==> config.mk <==
export PLATFORM = sky130hd
export DESIGN_NAME = ss_d2a
export DESIGN_NICKNAME = d
export VERILOG_FILES = /design/src/rtl/ss_d2a.sv
export SDC_FILE = /design/constraint.sdc
export NUM_CORES = 1
export LEC_CHECK = 0
export CAP_MARGIN = 0
export CORE_ASPECT_RATIO = 0.75
export CORE_MARGIN = 5
export CORE_UTILIZATION = 55
export DETAILED_ROUTE_END_ITERATION = 16
export PLACE_DENSITY = 0.77
export SETUP_SLACK_MARGIN = 0.05
export SLEW_MARGIN = 30
export SYNTH_ARGS = -nofsm -noshare
export SYNTH_HDL_FRONTEND = slang
export SYNTH_SLANG_ARGS = --single-unit
==> constraint.sdc <==
create_clock -name clk -period 3.3 [get_ports clk]
set_input_delay 0.495 -clock clk [delete_from_list [all_inputs] [get_ports clk]]
set_output_delay 0.495 -clock clk [all_outputs]
set_load 0.1 [all_outputs]
==> src/rtl/ss_d2a.sv <==
// ---------------------------------------------------------------------------
// ss_d2a -- single-slope D2A (ramp-compare PWM generator)
//
// Turns a WIDTH-bit code into a PWM stream for an external RC filter. A free
// running ramp counter is compared against the active code, so the output is
// high for exactly <code> clocks of every 2^WIDTH-clock frame. A conversion
// replays the code for NUM_FRM frames and then pulses cnv_cmplt for one clock.
// Codes written while a conversion runs are parked in a shadow register and
// only take effect at a frame boundary, so no frame ever mixes two codes.
//
// Ports
//   clk        in   system clock, rising edge
//   rst        in   synchronous active-high reset
//   strt_cnv   in   start conversion / load a new code
//   val        in   code to convert, sampled only with strt_cnv
//   pwm        out  registered PWM output
//   busy       out  high while the controller is converting
//   cnv_cmplt  out  registered one-clock pulse at the end of a conversion
// ---------------------------------------------------------------------------
// state | meaning
// ------+--------------------------------------------------------------------
// IDLE  | pwm held low, counters parked at 0, waiting for strt_cnv
// RUN   | ramp counter running, pwm = (cnt < hold), frames counted
// ---------------------------------------------------------------------------
module ss_d2a #(
  parameter int WIDTH   = 10,
  parameter int NUM_FRM = 8
) (
  input  logic             clk,
  input  logic             rst,
  input  logic             strt_cnv,
  input  logic [WIDTH-1:0] val,
  output logic             pwm,
  output logic             busy,
  output logic             cnv_cmplt
);

  localparam int FRM_W = (NUM_FRM > 1) ? $clog2(NUM_FRM) : 1;

  localparam logic [0:0] S_IDLE = 1'b0;
  localparam logic [0:0] S_RUN  = 1'b1;

  localparam logic [WIDTH-1:0] CNT_LAST = {WIDTH{1'b1}};
  localparam logic [FRM_W-1:0] FRM_LAST = FRM_W'(NUM_FRM - 1);

  logic [0:0]       state_q,  state_d;
  logic [WIDTH-1:0] hold_q,   hold_d;
  logic [WIDTH-1:0] shadow_q, shadow_d;
  logic             pend_q,   pend_d;
  logic [WIDTH-1:0] cnt_q,    cnt_d;
  logic [FRM_W-1:0] frm_q,    frm_d;
  logic             pwm_q,    pwm_d;
  logic             cmplt_q,  cmplt_d;

  logic boundary;

  // Last slot of the current frame: the only cycle in which hold may change.
  assign boundary = (state_q == S_RUN) && (cnt_q == CNT_LAST);

  always_comb begin
    state_d  = state_q;
    hold_d   = hold_q;
    shadow_d = shadow_q;
    pend_d   = pend_q;
    cnt_d    = cnt_q;
    frm_d    = frm_q;
    pwm_d    = 1'b0;
    cmplt_d  = 1'b0;

    case (state_q)
      S_IDLE: begin
        cnt_d = '0;
        frm_d = '0;
        if (strt_cnv) begin
          hold_d  = val;
          pend_d  = 1'b0;
          state_d = S_RUN;
        end
      end

      S_RUN: begin
        cnt_d = cnt_q + WIDTH'(1);
        // Uses the code that owns this frame, including in the boundary
        // cycle, so the final slot of every frame is still the old code.
        pwm_d = (cnt_q < hold_q);

        if (boundary) begin
          if (strt_cnv) begin
            // A write landing exactly on the boundary beats any pending one.
            hold_d = val;
            pend_d = 1'b0;
            frm_d  = '0;
          end else if (pend_q) begin
            // New code restarts the conversion so it also gets NUM_FRM frames.
            hold_d = shadow_q;
            pend_d = 1'b0;
            frm_d  = '0;
          end else if (frm_q != FRM_LAST) begin
            frm_d = frm_q + FRM_W'(1);
          end else begin
            frm_d   = '0;
            state_d = S_IDLE;
            cmplt_d = 1'b1;
          end
        end else if (strt_cnv) begin
          // Mid-frame write: park it; the latest write before a boundary wins.
          shadow_d = val;
          pend_d   = 1'b1;
        end
      end

      default: begin
        state_d = S_IDLE;
      end
    endcase
  end

  always_ff @(posedge clk) begin
    if (rst) begin
      state_q  <= S_IDLE;
      hold_q   <= '0;
      shadow_q <= '0;
      pend_q   <= 1'b0;
      cnt_q    <= '0;
      frm_q    <= '0;
      pwm_q    <= 1'b0;
      cmplt_q  <= 1'b0;
    end else begin
      state_q  <= state_d;
      hold_q   <= hold_d;
      shadow_q <= shadow_d;
      pend_q   <= pend_d;
      cnt_q    <= cnt_d;
      frm_q    <= frm_d;
      pwm_q    <= pwm_d;
      cmplt_q  <= cmplt_d;
    end
  end

  assign pwm       = pwm_q;
  assign busy      = (state_q == S_RUN);
  assign cnv_cmplt = cmplt_q;

endmodule

==> qor.csv <==
metric;value;unit
final_hold_viol_count;0;
dr.pass1.iters;6;
vdd_drop_max;413.2;µV
final.setup.worst_slack;1.068;ns
cp_top_family;buffers and inverters;
synth-seq-cells;37;
nFillCells;232;
syn_inst;195;
synth_commonest_cells;dfxtp_1, inv_1, nor2_1;
cts_buffers;5;
crit_fanout;1;
grt_usage;19.25;%
synthFlopType;dfxtp_1;
powerDensity;517.3;nW/µm²
io_pins;16;
place_area;1932;µm²
drive_gt1_share;8.962;%
cts_root_buf;clkbuf_8;
numPortBuffers;15;
cts_resized;0;
coreArea;3020;µm²
clk_latency;0.30;ns
slew_viol_final;0;
nets;236;
fin_setup_tns;0;ns
gp_congestion;0.8879;
cp_slowest_stage_delay;1.12;ns
synth.net_count;220;
antenna_found_initial;0;
min_period_over_period;67.65;%
start_util;58.41;%
fmax;0.4479;GHz
drtAntennaViolNets;0;
leakage;0.8336;nW
htree_levels;2;
ys_async_sr_fraction;0;%
status;completed;
crit_chain;clkdlybuf4s50_1;
wirelength;3722;µm
drt_iter0_drc;47;
vias;1428;
yosysWarnings;0;
fin_util;68.39;%
synthDistinctLibCells;38;
path_class;register to primary output;
synth_top_area_share;41.99;%
cap_violations;0;
n_antenna_cell;0;
cts_tree;yes;
crit_path_end_kind;primary output;
fp.dieW;75.40;µm
place_hpwl;2734;µm
worstHoldPathType;register to register;
grt_max_degree;16;
crit_buf_inv;1;
rows;17;
cts_setup_buffers;0;
fin_area;2066;µm²
rsz0062_at_grt;no;
synth-seq-area-share;41.99;%
viasPerCell;5.712;
synth_most_common_cell;dfxtp_1;
overflow;0;
critPathLaunchType;register;
clk_pin_slew;0.07;ns
max_slew_margin;35.53;%
die_h;59.05;µm
skew;0.008399;ns
ys_top_cells_by_area;dfxtp_1, ha_1, mux2i_1;
grt_pass1_wl;6451;µm
drc;0;
grt_pass1_vias;1538;
synth_edf_count;0;
cts_sinks;37;
dp_slack;1.046;ns
cp_slowest_cell;clkdlybuf4s50_1;
synth_area_leader_cell;dfxtp_1;
area_growth_syn_to_layout;17.09;%
synth_area;1764;µm²
cp_data_arrival_time;1.74;ns
dieArea;4452;µm²
tightest_slew;0.9641;ns
syn_avg_cell_area;9.047;µm²
holdWs;0.4844;ns
crit_required;2.80;ns
clk_path_buf_depth;2;
period_minus_slack;2.232;ns
wl_per_cell;14.89;µm
ctsHoldBuffers;0;
setup_viol;0;
[logic make-up (layout without fill, tap and decap cells)]
logic type / count (synthesis) / after routing / share of synthesized area [%]
AO/OA/AOI/OAI: 47 / 47 / 18.44
XOR/XNOR: 7 / 7 / 3.475
adder cells (fa/ha/maj): 12 / 12 / 8.510
buffers and inverters: 27 / 44 / 6.241
flip-flops: 37 / 37 / 41.99
multiplexers: 10 / 10 / 5.674
AND/OR/NAND/NOR: 55 / 55 / 15.67
[per-stage QoR]
stage               std cells  power (W)
finish                    250   0.001069
detailed placement        242  0.0006156
global placement          242  0.0006078
CTS                       250   0.001073
global route              250   0.001109
floorplan                 195  0.0005757
[path summary, 6_finish.rpt]
kind	start	to	slack, ns	cells past startpoint
worst max-delay path	pwm	pwm	1.07	1
worst max register to register	cnt_q[0]	hold_q[6]	1.30	5
worst min register to register	frm_q[2]	frm_q[2]	0.48	2
worst min-delay path	frm_q[2]	frm_q[2]	0.48	2
[routing by layer]
layer  up-vias  share of wire, %  GRT usage [%]  wire [µm]
li1        708                 -              -          -
met1       671                43          20.48       1605
met2        33                50          32.60       1848
met3        16               4.4          6.441        164
met4         0               2.8          11.97        104
met5         -                 0              0          0
[area by class of cell]
cell class	instances	area [µm²]	area share, %
clock inverters	3	65.06	3.150
clock buffers	5	68.82	3.331
repair buffers	16	155.1	7.511
well taps	38	47.55	2.302
inverters	20	75.07	3.634
multi-input cells	131	913.4	44.22
flip-flops and latches	37	740.7	35.86
[report_power, final]
part | total [W] | switching (W) | internal [W]
clock | 0.000462 | 0.000162 | 0.000300
sequential | 0.000484 | 0.0000152 | 0.000469
combinational | 0.000122 | 0.0000641 | 0.0000582
total | 0.00107 | 0.000242 | 0.000827
[state kept, by name, summed over array words and instances (netlist names)]
| name | flops |
|---|---|
| cnv_cmplt | 1 |
| cnt_q | 10 |
| pwm | 1 |
| pend_q | 1 |
| frm_q | 3 |
| busy | 1 |
| hold_q | 10 |
| shadow_q | 10 |
[placed cells by master (no fill, tap or decap), types with 2 or more instances in the layout]
master / synthesis / layout
nor3_1: 4 / 4
inv_1: 20 / 20
and2_1: 2 / 2
nand2b_1: 2 / 2
bufinv_16: 0 / 2
dfxtp_1: 37 / 37
ha_1: 12 / 12
nand2_2: 2 / 2
nor2_1: 20 / 20
o21ai_0: 12 / 12
a21oi_1: 18 / 18
clkbuf_8: 0 / 5
nand3_1: 6 / 6
nand2_1: 6 / 6
a2bb2oi_2: 3 / 3
buf_4: 0 / 2
mux2i_1: 10 / 10
a2bb2oi_1: 6 / 6
nand4_1: 3 / 3
xnor2_1: 6 / 6
nor2b_1: 2 / 2
clkdlybuf4s50_1: 0 / 14
Power figures use the tool's default switching activity.
